File: config.mk
export PLATFORM = sky130hd
export DESIGN_NAME = conv_window_mac
export DESIGN_NICKNAME = d
export VERILOG_FILES = /design/src/rtl/conv_pkg.sv /design/src/rtl/conv_mac_unit.sv /design/src/rtl/conv_window_mac.sv
export SDC_FILE = /design/constraint.sdc
export NUM_CORES = 1
export LEC_CHECK = 0
export CAP_MARGIN = 10
export CORE_MARGIN = 5
export CORE_UTILIZATION = 45
export DETAILED_ROUTE_END_ITERATION = 10
export PLACE_DENSITY = 0.77
export SYNTH_ARGS = -nofsm -noshare
export SYNTH_HDL_FRONTEND = slang
export SYNTH_SLANG_ARGS = --single-unit
export TNS_END_PERCENT = 20
File: constraint.sdc
create_clock -name CLK -period 8.3 [get_ports CLK]
set_input_delay 2.49 -clock CLK [delete_from_list [all_inputs] [get_ports CLK]]
set_output_delay 2.49 -clock CLK [all_outputs]
set_load 0.005 [all_outputs]
File: src/rtl/conv_pkg.sv
// Shared constants, FSM encoding and tap-geometry helpers for the 3x3 window MAC.
package conv_pkg;
  localparam int PIX_W   = 4;
  localparam int TAPS    = 9;
  localparam int ACC_W   = 12;
  localparam int SAT_LIM = 255;
  localparam int TAP_W   = 4;

  typedef enum logic [1:0] {
    ST_IDLE = 2'd0,
    ST_MAC  = 2'd1,
    ST_EMIT = 2'd2,
    ST_FIN  = 2'd3
  } conv_state_t;

  // Kernel tap t maps to window offset (t/3, t%3).
  function automatic logic [1:0] tap_row(input logic [TAP_W-1:0] t);
    case (t)
      4'd0, 4'd1, 4'd2: return 2'd0;
      4'd3, 4'd4, 4'd5: return 2'd1;
      default:          return 2'd2;
    endcase
  endfunction

  function automatic logic [1:0] tap_col(input logic [TAP_W-1:0] t);
    case (t)
      4'd0, 4'd3, 4'd6: return 2'd0;
      4'd1, 4'd4, 4'd7: return 2'd1;
      default:          return 2'd2;
    endcase
  endfunction
endpackage

File: src/rtl/conv_mac_unit.sv
// Unsigned pixel x coefficient multiplier feeding a 12-bit accumulator.
module conv_mac_unit
  import conv_pkg::*;
#(
  parameter int DATA_W = PIX_W,
  parameter int COEF_W = PIX_W
) (
  input  logic              clk,
  input  logic              rst_n,
  input  logic              clr,
  input  logic              en,
  input  logic [DATA_W-1:0] pix,
  input  logic [COEF_W-1:0] coef,
  output logic [ACC_W-1:0]  acc
);
  logic [DATA_W+COEF_W-1:0] prod;

  assign prod = pix * coef;

  always_ff @(posedge clk or negedge rst_n) begin
    if (!rst_n) begin
      acc <= '0;
    end else if (clr) begin
      acc <= '0;
    end else if (en) begin
      acc <= acc + ACC_W'(prod);
    end
  end
endmodule

File: src/rtl/conv_window_mac.sv
// 4x4 image / 3x3 kernel valid convolution producing four outputs with ready/valid handshake.
// Build option CONV_SATURATE_EN clamps each output to 255.
module conv_window_mac
  import conv_pkg::*;
(
  input  logic              CLK,
  input  logic              RESET,
  input  logic              START,
  input  logic [63:0]       IMG_DATA,
  input  logic [35:0]       KER_DATA,
  output logic [ACC_W-1:0]  OUT_DATA,
  output logic [1:0]        OUT_IDX,
  output logic              OUT_VALID,
  input  logic              OUT_READY,
  output logic              BUSY,
  output logic              DONE
);
  conv_state_t      state_q, state_n;
  logic [63:0]      img_q;
  logic [35:0]      ker_q;
  logic [1:0]       idx_q;
  logic [TAP_W-1:0] tap_q;
  logic [ACC_W-1:0] acc;
  logic [ACC_W-1:0] out_data_p0;
  logic             vld_p0;
  logic [1:0]       row_sel, col_sel;
  logic [3:0]       pix_idx;
  logic [PIX_W-1:0] pix_sel, coef_sel;
  logic             start_ok, accept, mac_clr, mac_en;

  function automatic logic [ACC_W-1:0] sat_out(input logic [ACC_W-1:0] a);
`ifdef CONV_SATURATE_EN
    return (a > ACC_W'(SAT_LIM)) ? ACC_W'(SAT_LIM) : a;
`else
    return a;
`endif
  endfunction

  assign start_ok = (state_q == ST_IDLE) && START;
  assign accept   = (state_q == ST_EMIT) && vld_p0 && OUT_READY;
  assign mac_clr  = start_ok || (accept && (idx_q != 2'd3));
  assign mac_en   = (state_q == ST_MAC);

  always_comb begin
    row_sel  = 2'(idx_q[1]) + tap_row(tap_q);
    col_sel  = 2'(idx_q[0]) + tap_col(tap_q);
    pix_idx  = {row_sel, col_sel};
    pix_sel  = img_q[PIX_W*pix_idx +: PIX_W];
    coef_sel = ker_q[PIX_W*tap_q +: PIX_W];
  end

  conv_mac_unit #(
    .DATA_W (PIX_W),
    .COEF_W (PIX_W)
  ) u_mac (
    .clk  (CLK),
    .rst_n(RESET),
    .clr  (mac_clr),
    .en   (mac_en),
    .pix  (pix_sel),
    .coef (coef_sel),
    .acc  (acc)
  );

  always_ff @(posedge CLK or negedge RESET) begin
    if (!RESET) state_q <= ST_IDLE;
    else        state_q <= state_n;
  end

  always_comb begin
    state_n = state_q;
    case (state_q)
      ST_IDLE: if (START) state_n = ST_MAC;
      ST_MAC:  if (tap_q == TAP_W'(TAPS-1)) state_n = ST_EMIT;
      ST_EMIT: if (accept) state_n = (idx_q == 2'd3) ? ST_FIN : ST_MAC;
      ST_FIN:  state_n = ST_IDLE;
      default: state_n = ST_IDLE;
    endcase
  end

  // Capture/tap sequencing, then the emit stage holding the result until accepted
  always_ff @(posedge CLK or negedge RESET) begin
    if (!RESET) begin
      img_q       <= '0;
      ker_q       <= '0;
      idx_q       <= '0;
      tap_q       <= '0;
      out_data_p0 <= '0;
      vld_p0      <= 1'b0;
    end else begin
      case (state_q)
        ST_IDLE: begin
          if (START) begin
            img_q <= IMG_DATA;
            ker_q <= KER_DATA;
            idx_q <= '0;
            tap_q <= '0;
          end
        end
        ST_MAC: begin
          tap_q <= (tap_q == TAP_W'(TAPS-1)) ? '0 : tap_q + 4'd1;
        end
        ST_EMIT: begin
          if (!vld_p0) begin
            vld_p0      <= 1'b1;
            out_data_p0 <= sat_out(acc);
          end else if (OUT_READY) begin
            vld_p0 <= 1'b0;
            tap_q  <= '0;
            if (idx_q != 2'd3) idx_q <= idx_q + 2'd1;
          end
        end
        default: vld_p0 <= 1'b0;
      endcase
    end
  end

  assign OUT_DATA  = out_data_p0;
  assign OUT_VALID = vld_p0;
  assign OUT_IDX   = idx_q;
  assign BUSY      = (state_q != ST_IDLE);
  assign DONE      = (state_q == ST_FIN);
endmodule

==> implementation parameters, run 1 <==
Parameter                              Value

GRT
  Remaining global-route overflow ... 0
  Largest net degree at the start of global routing ... 103
  Via count of the first global-routing pass ... 5542
  Number of antenna violations at the first check in global routing ... 0
  Total routing usage reported by global routing ... 19.28%
  Global-route wire length before repair ... between 20 and 30 mm

Synth
  Synthesis-stage register bit count ... about 130
  Sequential fraction of the synthesis area ... 48.45%
  Gate Count Post-Synth ... approximately 770
  Area of the mapped netlist ... between 0.006 and 0.007 mm2
  Number of enable flip-flop cells after synthesis ... 0
  Top flip-flop cell by instance count after synthesis ... sky130_fd_sc_hd__dfrtp_1
  Async set-reset flop share out of synthesis ... 100.0%
  Yosys cell types ... slightly below 50
  Syn nets ... roughly 910
  Count of yosys warnings during synthesis ... 0
  Per-instance average area after synthesis ... slightly below 9 um2

Cells and area
  Util after Layout ... slightly below 60%
  Post-Layout Inst Area ... approximately 0.0087 mm2
  P&R area growth vs syn ... 26.85%
  Most common library cell in the layout ignoring fill and taps ... sky130_fd_sc_hd__nand2_1
  Fraction of layout instances using a drive strength above 1 ... 7.910%
  Net total in the final layout ... 1009
  Final Non-Filler Cells ... about 1100
  Antenna diode count ... 0
  Highest-count cells in the layout ignoring fill and taps ... sky130_fd_sc_hd__nand2_1, sky130_fd_sc_hd__dfrtp_1, sky130_fd_sc_hd__clkdlybuf4s50_1, sky130_fd_sc_hd__inv_1, sky130_fd_sc_hd__o22ai_1

Pwr
  Lkg Pwr ... 4.296 nW
  Worst vdd ir ... around 0.29 mV
  Power density over the cells ... 486.3 mW/mm2

Drt
  # DRC ... 0
  DR iter-0 viols ... 350
  Via-per-instance ratio ... 5.242
  Drt pass-1 iters ... 5
  Routed wirelength normalized by instance count ... ~16 um
  Final WL ... 16.73 mm
  Antenna viol nets, final ... 0
  Via total after detailed routing ... 5625

Clock tree
  Setup bufs post-CTS ... 0
  Inserted Clock Buffers ... 17
  Number of buffers on the longest clock path ... 2
  Number of buffers added to fix hold violations after cts ... 0
  Total clock sinks ... approximately 130
  Clock edge transition at the registers on the reported setup and hold paths ... roughly 0.050 ns
  CTS H-tree depth ... 4
  Insertion delay of the later-clocked pin in the worst-skew pair ... between 0.4 and 0.5 ns
  Number of cells upsized or downsized after cts ... 0
  TritonCTS clock tree ... built
  Root Buffer Master ... sky130_fd_sc_hd__clkbuf_16

STA
  Worst Clk Skew ... around 0.01 ns
  Maximum clock frequency ... approximately 160 MHz
  RSZ-0062 raised after global routing ... no
  Minimum hold slack ... 0.4754 ns
  Final clock period utilization by the worst path ... roughly three quarters
  Number of hold-slack violations in the final timing report ... 0
  Final critical delay including setup and external delays ... approximately 6.3 ns
  Final Max Tran Viols ... 0
  Final setup violation count ... 0
  Total Negative Setup Slacks ... 0 ns
  Rel. slew slack ... between 20 and 30%
  Transition time of the tightest slew-check pin ... ~1.1 ns

Place
  Dpl hpwl ... approximately 12 mm
  Placed cells ... between 1000 and 1500
  Placer's final routability congestion estimate ... around 0.9
  Number of I/O port buffers ... 120
  Area of placed instances ... between 0.008 and 0.009 mm2

Flow run
  MaxCap Viol Count ... 0

Worst setup path
  Most used cell along the critical path ... sky130_fd_sc_hd__a21oi_1
  Data arrival at the endpoint of the critical path ... 6.62 ns
  Critical Path Max Stage Delay ... about 0.76 ns
  Category of the most critical setup path ... reg -> reg
  Cell at the slowest stage of the critical path ... sky130_fd_sc_hd__dfrtp_1
  Required time of the critical path ... ~8.6 ns
  Crit path cell chain ... inv_1 > ha_1 > nor2_1 > a211oi_2 > xnor2_1 > o21ai_0 > a21oi_1 > o22ai_2 > o22a_1 > fa_1 > fa_1 > fa_1 > inv_1 > ha_1 > a21oi_1 > o21bai_1 > a21oi_1 > o21ai_0 > a21oi_1 > or3_1 > a21oi_1
  Endpoint kind of the worst setup timing path ... register
  Largest fanout on the critical path ... 14
  Critical Path Start ... tap_q[0]
  Startpoint of the worst-slack reg-to-reg timing path ... tap_q[0]
  Crit start category ... register

Die
  Initial core utilization ... 45.52%
  DIE AREA ... about 0.018 mm2
  Die X-Extent ... ~130 um
  Die Span Y ... 133.6 um
  Area of the core ... ~0.015 mm2
  Placement Rows ... 45
  Number of top-level pins ... around 120

Run status
  Result of the run ... finished clean

Worst hold path
  HP Class ... reg -> reg
  Worst hold path startpoint ... ker_q[1]
-- path summary, 6_finish.rpt --
check	depth (start not counted)	endpoint	slack [ns]
setup / recovery	21	u_mac.acc[11]	2.02
hold / removal	2	ker_q[1]	0.48
setup reg to reg	21	u_mac.acc[11]	2.02
hold reg to reg	2	ker_q[1]	0.48
max in group asynchronous	2	img_q[40]	4.79
min in group asynchronous	1	OUT_DATA[10]	2.16
-- per-layer routing --
metal,global-route usage (%),up-vias,share of wire (%)
met2,30.45,158,48
met5,0,-,0
met4,6.743,0,1.5
met1,25.90,2692,45
li1,-,2755,-
met3,5.023,20,5.7
-- critical path, delay by kind of cell, from the launching register on --
kind / cells / cell delay (ns)
AOI/OAI and AO/OA: 11 / 1.76
xor gates and xnor gates: 1 / 0.73
adders and majority gates: 5 / 2.18
buffers and inverters: 2 / 0.21
DFF: 1 / 0.76
and+or+nand+nor: 2 / 0.57
-- registers in the layout, summed over array words and instances, names as in the netlist --
| register | flops |
|---|---|
| ker_q | 36 |
| OUT_VALID | 1 |
| u_mac.acc | 12 |
| state_q | 2 |
| OUT_IDX | 2 |
| OUT_DATA | 12 |
| tap_q | 4 |
| img_q | 64 |
-- synth_stat cells, types with 2 or more instances --
master	number	area, um2
sky130_fd_sc_hd__dfrtp_1	133	3328
sky130_fd_sc_hd__nor3_1	2	10.01
sky130_fd_sc_hd__buf_1	5	18.77
sky130_fd_sc_hd__nor2b_1	4	25.02
sky130_fd_sc_hd__a22o_1	5	43.79
sky130_fd_sc_hd__o21bai_1	5	37.54
sky130_fd_sc_hd__o21ai_0	18	90.09
sky130_fd_sc_hd__a22oi_1	5	37.54
sky130_fd_sc_hd__o22a_1	4	35.03
sky130_fd_sc_hd__o22ai_2	2	25.02
sky130_fd_sc_hd__a21o_1	3	22.52
sky130_fd_sc_hd__a21oi_1	17	85.08
sky130_fd_sc_hd__xnor2_1	4	35.03
sky130_fd_sc_hd__buf_2	6	30.03
sky130_fd_sc_hd__o21ai_1	5	25.02
sky130_fd_sc_hd__inv_1	35	131.4
sky130_fd_sc_hd__and2_1	3	18.77
sky130_fd_sc_hd__a21oi_2	2	17.52
sky130_fd_sc_hd__a211oi_2	2	25.02
sky130_fd_sc_hd__xor2_1	3	26.28
sky130_fd_sc_hd__nand2_1	328	1231
sky130_fd_sc_hd__o221ai_1	2	17.52
sky130_fd_sc_hd__nand3_1	7	35.03
sky130_fd_sc_hd__clkbuf_1	26	97.59
sky130_fd_sc_hd__o211ai_1	7	52.55
sky130_fd_sc_hd__nor2_1	22	82.58
sky130_fd_sc_hd__mux4_2	8	180.2
sky130_fd_sc_hd__a221oi_1	4	35.03
sky130_fd_sc_hd__a2bb2oi_1	4	35.03
sky130_fd_sc_hd__or3_1	5	31.28
sky130_fd_sc_hd__o21a_1	3	22.52
sky130_fd_sc_hd__mux2i_1	4	40.04
sky130_fd_sc_hd__fa_1	9	180.2
sky130_fd_sc_hd__ha_1	23	287.8
sky130_fd_sc_hd__nand2b_1	3	18.77
sky130_fd_sc_hd__mux2_2	17	191.4
sky130_fd_sc_hd__o22ai_1	24	150.1
sky130_fd_sc_hd__or2_2	2	12.51
-- through the flow --
stage	worst slack, ns	power (mW)
after floorplan	2.865	2.954
after global placement	2.280	3.462
after detailed placement	2.091	3.540
after CTS	2.065	4.268
after global routing	1.511	4.653
final	2.022	4.238
-- where the power goes --
group | internal (mW) | total, mW | switching (mW) | leakage [nW]
Combinational | 1.02 | 2.37 | 1.35 | 2.34
Clock | 0.431 | 0.704 | 0.274 | 0.272
Sequential | 0.937 | 1.16 | 0.225 | 1.68
-- cell type report --
cell class	count	area, um2
Inverter	35	131.4
Fill cell	1333	6376
Clock inverter	9	78.83
Timing Repair Buffer	121	1206
Clock buffer	22	474.2
Multi-Input combinational cell	565	3259
Sequential cell	133	3328
Tap cell	188	235.2
-- logic make-up after synthesis --
family / synth area share, %
simple gates: 21.84
fa+ha+maj: 6.812
flops: 48.45
buf+inv: 4.317
mux: 5.993
xor+xnor: 1.129
compound gates: 11.46
No activity file was read; power rests on OpenSTA's default activity.
==> run 2, diff against run 1 <==
--- a/config.mk
+++ b/config.mk
@@ -9,7 +9,7 @@
 export CORE_MARGIN = 5
 export CORE_UTILIZATION = 45
 export DETAILED_ROUTE_END_ITERATION = 10
-export PLACE_DENSITY = 0.77
+export PLACE_DENSITY = 0.8
 export SYNTH_ARGS = -nofsm -noshare
 export SYNTH_HDL_FRONTEND = slang
 export SYNTH_SLANG_ARGS = --single-unit
==> constraint.sdc (replaced) <==
create_clock -name CLK -period 5.75 [get_ports CLK]
set_input_delay 1.725 -clock CLK [delete_from_list [all_inputs] [get_ports CLK]]
set_output_delay 1.725 -clock CLK [all_outputs]
set_load 0.005 [all_outputs]
==> run 2 against run 1 <==
Effect of this change:
- sequential cell count stayed put
- sequential power rose by 41%
- worst hold slack lost 0.0062 ns
- die area did not move
- register-to-register slack got worse by 1.8 ns
- clock skew hardly changed
- first-iteration DRC count is 14% higher
- clock power rose by 69%
- non-clock buffer count up 18
- critical endpoint unchanged
- largest power group unchanged
==> implementation parameters, run 2 (synthesized netlist as in run 1, its figures left out) <==
Parameter                              Value

Clock tree
  Insertion delay of the later-clocked pin in the worst-skew pair ... 0.41 ns (-0.02 ns)
  Number of buffers added to fix hold violations after cts ... 0 (unchanged)
  Total clock sinks ... 133 (unchanged)
  TritonCTS clock tree ... built
  CTS H-tree depth ... 4 (unchanged)
  Number of buffers on the longest clock path ... 2 (unchanged)
  Clock edge transition at the registers on the reported setup and hold paths ... 0.06 ns (about the same)
  Root Buffer Master ... sky130_fd_sc_hd__clkbuf_16
  Inserted Clock Buffers ... 17 (unchanged)

STA
  Worst Clk Skew ... 0.009909 ns (-0.0002417 ns)
  Maximum clock frequency ... 179.8 MHz (+13%)
  Final critical delay including setup and external delays ... 5.560 ns (-0.7175 ns)
  Final setup violation count ... 0 (unchanged)
  Number of hold-slack violations in the final timing report ... 0 (unchanged)
  Transition time of the tightest slew-check pin ... 1.063 ns (+0.01057 ns)
  Final Max Tran Viols ... 0 (unchanged)
  Smallest setup slack after layout ... 0.1895 ns (-1.832 ns)
  Rel. slew slack ... 29.14% (-0.70 points)
  Final clock period utilization by the worst path ... 96.70% (+21 points)

Place
  Dpl hpwl ... 11.94 mm (+0.67%)
  Number of I/O port buffers ... 120 (unchanged)
  Worst slack at placement ... 0.09245 ns (-1.998 ns)
  Placed cells ... 1052 (+0.96%)
  Placer's final routability congestion estimate ... 0.9478 (+7.7%)

Drt
  Routed wirelength normalized by instance count ... 15.91 um (+2.0%)
  Drt pass-1 iters ... 5 (unchanged)
  Via total after detailed routing ... 5868 (+4.3%)
  Via-per-instance ratio ... 5.374 (+2.5%)
  Final WL ... 17.37 mm (+3.8%)
  Antenna viol nets, final ... 0 (unchanged)
  # DRC ... 0 (unchanged)
  DR iter-0 viols ... 399 (+14%)

Worst setup path
  Crit start category ... register
  Largest fanout on the critical path ... 11 (-3)
  Startpoint of the worst-slack reg-to-reg timing path ... tap_q[0]
  R2R cell count ... 22 (+4.8%)
  Setup slack on the worst flop-to-flop path ... 0.19 ns (-1.83 ns)
  Endpoint kind of the worst setup timing path ... register
  Data arrival at the endpoint of the critical path ... 5.90 ns (-0.72 ns)
  Required time of the critical path ... 6.09 ns (-2.55 ns)
  Destination of the worst register-to-register timing path ... u_mac.acc[11]
  Category of the most critical setup path ... reg -> reg

Cells and area
  Highest-count cells in the layout ignoring fill and taps ... sky130_fd_sc_hd__nand2_1, sky130_fd_sc_hd__dfrtp_1, sky130_fd_sc_hd__clkdlybuf4s50_1, sky130_fd_sc_hd__inv_1, sky130_fd_sc_hd__o22ai_1
  Register with the most flip-flops ... img_q
  Final Non-Filler Cells ... 1092 (+1.8%)
  Largest register FFs ... 64 (unchanged)
  Most common library cell in the layout ignoring fill and taps ... sky130_fd_sc_hd__nand2_1
  Filler cells ... 1239 (-7.1%)
  Net total in the final layout ... 1028 (+1.9%)
  Fraction of layout instances using a drive strength above 1 ... 10.84% (+2.9 points)
  P&R area growth vs syn ... 31.99%
  Antenna diode count ... 0 (unchanged)
  Largest registers ranked by flip-flop count ... img_q (64), ker_q (36)

Die
  Placement Rows ... 45 (unchanged)
  Die Span Y ... 133.6 um (unchanged)
  DIE AREA ... 0.01784 mm2 (unchanged)
  Initial core utilization ... 45.52% (unchanged)
  Area of the core ... 0.01509 mm2 (unchanged)
  Number of top-level pins ... 121 (unchanged)
  Die X-Extent ... 133.6 um (unchanged)

GRT
  Remaining global-route overflow ... 0 (unchanged)
  Largest net degree at the start of global routing ... 103 (unchanged)
  Total routing usage reported by global routing ... 19.46% (+0.19 points)
  Via count of the first global-routing pass ... 5746 (+3.7%)
  Number of antenna violations at the first check in global routing ... 0 (unchanged)
  Global-route wire length before repair ... 28.00 mm (+2.4%)

Worst hold path
  Worst Hold Path EP ... ker_q[18]
  Worst hold path startpoint ... ker_q[18]
  Hold Crit Depth ... 2 (unchanged)
  HP Class ... reg -> reg

Flow run
  MaxCap Viol Count ... 0 (unchanged)

Pwr
  Worst vdd ir ... 0.4123 mV (+44%)
  Power density over the cells ... 737.1 mW/mm2 (+52%)
  Lkg Pwr ... 4.460 nW (+3.8%)
  Overall power consumption ... 6.682 mW (+58%)

Run status
  Result of the run ... finished clean
run 2: cell count changes in the layout (fill, tap and decap cells not counted), moves of 2 or more:
cell / change
sky130_fd_sc_hd__clkbuf_1: -2
sky130_fd_sc_hd__bufinv_16: +4
sky130_fd_sc_hd__buf_12: +2
sky130_fd_sc_hd__clkinv_2: -3
sky130_fd_sc_hd__buf_4: +16
run 2: power by group:
group / total [mW] / switching, mW / internal, mW
clock: 1.19 / 0.402 / 0.791
combinational: 3.85 / 2.17 / 1.68
sequential: 1.64 / 0.287 / 1.35
run 2: worst max path at each step:
stage	from	end	slack, ns	cells after the start
floorplan	tap_q[0]	u_mac.acc[11]	0.31	23
global placement	tap_q[0]	u_mac.acc[11]	0.28	22
detailed placement	tap_q[0]	u_mac.acc[11]	0.09	21
CTS	tap_q[0]	u_mac.acc[11]	0.02	22
global route	tap_q[0]	u_mac.acc[11]	-0.13	22
finish	tap_q[0]	u_mac.acc[11]	0.19	22
run 2: final cells by class:
type	count	area, um2	share of cell area, %
timing repair buffer	139	1366	15.07
clock buffer	19	452.9	4.996
clock inverter	12	201.4	2.222
tap	188	235.2	2.595
sequential	133	3328	36.71
inverter	35	131.4	1.449
multi-input combinational	566	3351	36.96
run 2: per-stage QoR:
step | instance area (um2) | TNS (ns) | utilization, % | hold WS [ns]
CTS | 8890 | 0 | 58.91 | 0.4735
global placement | 8235 | 0 | 54.58 | 0.4553
detailed placement | 8235 | 0 | 54.58 | 0.4588
global route | 9066 | -0.3054 | 60.08 | 0.4964
floorplan | 6869 | 0 | - | 0.4403
finish | 9066 | 0 | 60.08 | 0.4691
run 2: repair_timing:
action,4_1_cts,5_1_grt
gates resized for setup,0,12
setup buffers,0,8
endpoints found under the setup margin,0,6
run 2: worst max-delay path, cell delays in order, from the launching register on:
cell and delay, ns:
sky130_fd_sc_hd__dfrtp_1 0.40, sky130_fd_sc_hd__inv_1 0.09, sky130_fd_sc_hd__ha_1 0.21, sky130_fd_sc_hd__buf_4 0.16
sky130_fd_sc_hd__nor3b_2 0.26, sky130_fd_sc_hd__or3_1 0.25, sky130_fd_sc_hd__nand3_4 0.19, sky130_fd_sc_hd__buf_12 0.20
sky130_fd_sc_hd__o21ai_0 0.24, sky130_fd_sc_hd__o21a_1 0.24, sky130_fd_sc_hd__o22a_1 0.17, sky130_fd_sc_hd__fa_1 0.45
sky130_fd_sc_hd__fa_1 0.53, sky130_fd_sc_hd__fa_1 0.54, sky130_fd_sc_hd__inv_1 0.05, sky130_fd_sc_hd__ha_1 0.34
sky130_fd_sc_hd__a21oi_1 0.08, sky130_fd_sc_hd__o21bai_1 0.18, sky130_fd_sc_hd__a21oi_1 0.11, sky130_fd_sc_hd__o21ai_0 0.16
sky130_fd_sc_hd__a21oi_1 0.12, sky130_fd_sc_hd__or3_1 0.36, sky130_fd_sc_hd__a21oi_1 0.14
run 2: per-layer routing:
metal  GRT usage [%]  up-vias  part of all wire [%]
li1                -     2790                     -
met1           26.01     2807                    42
met2           31.57      244                    49
met3           4.834       27                   7.4
met4           5.829        0                   1.8
met5               0        -                     0
==> variant 1: new RTL, settings of run 2 <==
Encoding of `conv_state_t`: now one-hot (4 bits for 4 states).
--- a/src/rtl/conv_pkg.sv
+++ b/src/rtl/conv_pkg.sv
@@ -6,11 +6,11 @@
   localparam int SAT_LIM = 255;
   localparam int TAP_W   = 4;
 
-  typedef enum logic [1:0] {
-    ST_IDLE = 2'd0,
-    ST_MAC  = 2'd1,
-    ST_EMIT = 2'd2,
-    ST_FIN  = 2'd3
+  typedef enum logic [3:0] {
+    ST_IDLE = 4'b0001,
+    ST_MAC  = 4'b0010,
+    ST_EMIT = 4'b0100,
+    ST_FIN  = 4'b1000
   } conv_state_t;
 
   // Kernel tap t maps to window offset (t/3, t%3).
Behaviour: no difference found for any inputs over 10 cycles, from zero or initial values and one cycle with RESET low; not proved beyond that.
==> variant 1 against run 2 <==
- combinational power shrank 18%
- critical path depth down 2
- largest power group unchanged
- total power down 11%
- wire length increased by 4.7%
- area after synthesis rose by 7.7%
- largest cell class unchanged
- setup slack improved by 0.057 ns
- design area increased by 5.7%
- sequential cell count grew 2
==> variant 1: results <==
group,metric,value,unit
global_route,grt_pass1_vias,5694,
run_status,run_status,"finished clean",
layout,layout-drive-gt1-share,0.2665,
global_route,grt_pass1_wl,30.02,mm
worst_setup_path,crit_arrival,5.78,ns
power,total_leakage_power,4.085,nW
global_route,track_usage,0.1945,
worst_setup_path,r2r_setup_slack,0.25,ns
global_route,use_met1,0.2617,
routing,dr.first_iter.drc_count,463,
logic_synthesis,synth-adder-area-share,0.06326,
routing,wl_met3,1.177,mm
routing,vias_per_cell,5.694,
worst_setup_path,crit_path_max_incr_delay,0.52,ns
routing,met1_length,7.976,mm
timing,hold_ws,0.5017,ns
logic_synthesis,synth_area_leaders,"dfrtp_1 (45%), mux2_2 (17%), ha_1 (3.9%)",
routing,dr_wl_met2,8.708,mm
hold_path,min_to,"ker_q[9]",
logic_synthesis,synth-compound-area-share,0.1269,
logic_synthesis,syn_nets,782,
placed_design,place_congestion,0.9317,
global_route,use_met3,0.04655,
placed_design,dp_hpwl,13.23,mm
logic_synthesis,synth-xor-area-share,0.008288,
layout,final_nets,911,
variant 1: cell types whose count changed after synthesis, moves of 8 or more:
cell / change
nand2_1: -282
mux2_2: +97
nor3_1: +15
o31ai_1: +8
nor2_1: +13
o22ai_1: -11
variant 1: where the power goes:
part           switching (W)  internal [W]
Sequential          0.000307       0.00139
Combinational        0.00157       0.00157
Clock               0.000410      0.000695
variant 1: what timing repair did:
item | 4_1_cts | 5_1_grt
endpoints found under the setup margin | 1 | 5
hold endpoints to repair | 0 | 0
hold buffers | 0 | 0
setup buffers | 0 | 1
pin swaps | 0 | 2
gates resized for setup | 2 | 13
variant 1: metrics by stage:
| step | util | instances | setup slack [ns] | area (sq um) | total power, W |
|---|---|---|---|---|---|
| finish | 0.5991 | 1004 | 0.2470 | 9585 | 0.005940 |
| global route | 0.5991 | 1004 | 0.002367 | 9585 | 0.006438 |
| CTS | 0.5951 | 1003 | 0.09501 | 9522 | 0.005929 |
| detailed placement | 0.5569 | 971 | 0.01921 | 8911 | 0.004757 |
| global placement | 0.5569 | 971 | 0.1378 | 8911 | 0.004679 |
| floorplan | - | 646 | 0.03099 | 7400 | 0.003911 |
variant 1: critical path: cells and delay by family (launching register included):
kind,cells,cell delay (ns)
AOI/OAI and AO/OA,10,1.94
xor gates and xnor gates,1,0.15
adders and majority gates,5,2.07
buffers and inverters,2,0.14
DFF,1,0.40
and+or+nand+nor,2,0.65
variant 1: layout make-up:
| class | count | area (sq um) |
|---|---|---|
| repair buffers | 146 | 1419 |
| inverters | 33 | 123.9 |
| clock buffers | 21 | 450.4 |
| well taps | 216 | 270.3 |
| clock inverters | 11 | 150.1 |
| flip-flops and latches | 135 | 3381 |
| fillers | 1325 | 6415 |
| multi-input cells | 442 | 3791 |
==> variant 2: new RTL, flow settings as in run 2 <==
Made on the original files. The option `CONV_SATURATE_EN` is turned on by a define.
--- a/src/rtl/conv_window_mac.sv
+++ b/src/rtl/conv_window_mac.sv
@@ -1,5 +1,7 @@
 // 4x4 image / 3x3 kernel valid convolution producing four outputs with ready/valid handshake.
 // Build option CONV_SATURATE_EN clamps each output to 255.
+`define CONV_SATURATE_EN
+
 module conv_window_mac
   import conv_pkg::*;
 (
Function: no difference found for any inputs over 10 cycles, from zero or initial values and one cycle with RESET low; that may be too few to reach the edited logic, so the function may still have changed.
==> variant 2 against run 2 <==
- design area grew 0.43%
- clock skew is essentially flat
- area after synthesis grew 2.9%
- non-clock buffer count shrank 4
- first-iteration DRC count grew 19%
- setup slack gained 0.073 ns
- global-route usage grew 0.25 points
- wire length shrank 0.91%
- maximum frequency grew 1.3%
- sequential cell count is the same
Power is not shown: default switching activity piles up to over one toggle a cycle in this logic, so the estimate is an artifact.
==> variant 2: results <==
group,metric,value,unit
run_status,run_status,"finished clean",
logic_synthesis,synth_area_leaders,"dfrtp_1 (47%), mux2_2 (16%), ha_1 (4.1%)",
routing,dr.first_iter.drc_count,476,
logic_synthesis,postSynth.asyncResetShare,1.000,
global_route,grt_pass1_vias,5673,
layout,largestRegisters,"img_q (64), ker_q (36)",
global_route,grt_max_degree,105,
logic_synthesis,synth_edf_count,0,
global_route,antenna_found_initial,0,
clock_network,clkTransAtPathRegs,0.06,ns
global_route,grt.overflow.total,0,
global_route,track_usage,0.1971,
layout,finalNonFillerCells,947,
logic_synthesis,synth-compound-area-share,0.1303,
logic_synthesis,ys.warnings.count,0,
placed_design,dpl_worst_slack,0.03630,ns
worst_setup_path,crit_path_max_incr_delay,0.51,ns
clock_network,cts_buffers,17,
layout,antenna_cells,0,
layout,layout-drive-gt1-share,0.2432,
clock_network,root_buffer,"clkbuf_16",
logic_synthesis,synthTopCellsByCount,"dfrtp_1 (133), mux2_2 (101), nand2_1 (48)",
logic_synthesis,avgSynthCellArea,11.80,sq um
placed_design,dp_hpwl,12.98,mm
placed_design,place_congestion,0.9108,
logic_synthesis,synth-adder-area-share,0.06623,
worst_setup_path,slowest_stage,"fa_1",
placed_design,dpl_cell_area,0.008488,sq mm
worst_setup_path,reg2reg_depth,21,
clock_network,htree_levels,4,
logic_synthesis,seq_area_frac_synth,0.4710,
logic_synthesis,synth.distinct_cells,52,
layout,final_nets,859,
logic_synthesis,synth_top_area_cell,"dfrtp_1",
hold_path,holdPathStages,1,
hold_path,holdCritPathClass,"flop to flop",
timing,finClkSkew,0.009697,ns
routing,vias_per_cell,5.556,
timing,max_slew_margin,0.3453,
worst_setup_path,cp_max_fo,13,
placed_design,io_buffers,120,
logic_synthesis,syn_nets,735,
routing,wirelength,17.21,mm
worst_setup_path,crit_arrival,5.77,ns
clock_network,clk_latency,0.42,ns
worst_setup_path,cp_top_family,"compound AO/OA/AOI/OAI gates",
global_route,grt_pass1_wl,28.19,mm
routing,dr.pass1.iters,6,
logic_synthesis,synthMuxAreaShare,0.1999,
placed_design,place_inst,912,
run,maxCapViolCount,0,
clock_network,clockBufferDepth,2,
logic_synthesis,synth-xor-area-share,0.009740,
[variant 2: cells by family after synthesis]
kind of cell,after synthesis
adders and majority gates,32
xor gates and xnor gates,7
DFF,133
buffers and inverters,66
and+or+nand+nor,117
AOI/OAI and AO/OA,126
muxes,118
[variant 2: final cells by class]
class	instances	area [sq um]
fillers	1238	6210
multi-input cells	400	3476
flip-flops and latches	133	3328
repair buffers	135	1340
clock buffers	20	456.7
well taps	211	264.0
inverters	36	135.1
clock inverters	12	105.1
[variant 2: worst paths after layout]
kind / startpoint / to / slack [ns]
worst max-delay path: tap_q[0] / u_mac.acc[9] / 0.26
worst min-delay path: u_mac.acc[3] / OUT_DATA[3] / 0.48
worst max register to register: tap_q[0] / u_mac.acc[9] / 0.26
worst min register to register: u_mac.acc[3] / OUT_DATA[3] / 0.48
max in group asynchronous: RESET / tap_q[1] / 3.35
min in group asynchronous: RESET / ker_q[12] / 1.40
[variant 2: per-stage QoR]
| step | TNS, ns | utilization |
|---|---|---|
| after detailed placement | 0 | 0.5542 |
| after global placement | 0 | 0.5542 |
| final | 0 | 0.5945 |
| after global routing | -0.02707 | 0.5945 |
| after CTS | 0 | 0.5909 |
| after floorplan | 0 | - |
[variant 2: repair_timing]
action                                  in CTS  in global routing
endpoints found under the hold margin        0                  0
setup buffers                                0                  3
endpoints found under the setup margin       0                  5
hold buffers                                 0                  0
gates resized for setup                      0                  7
[variant 2: per-layer routing]
layer,up-vias,GRT usage,routed length (microns)
met3,45,0.06724,1318
li1,2410,-,-
met4,0,0.06831,379
met1,2586,0.2315,6839
met5,-,0,0
met2,221,0.3374,8675
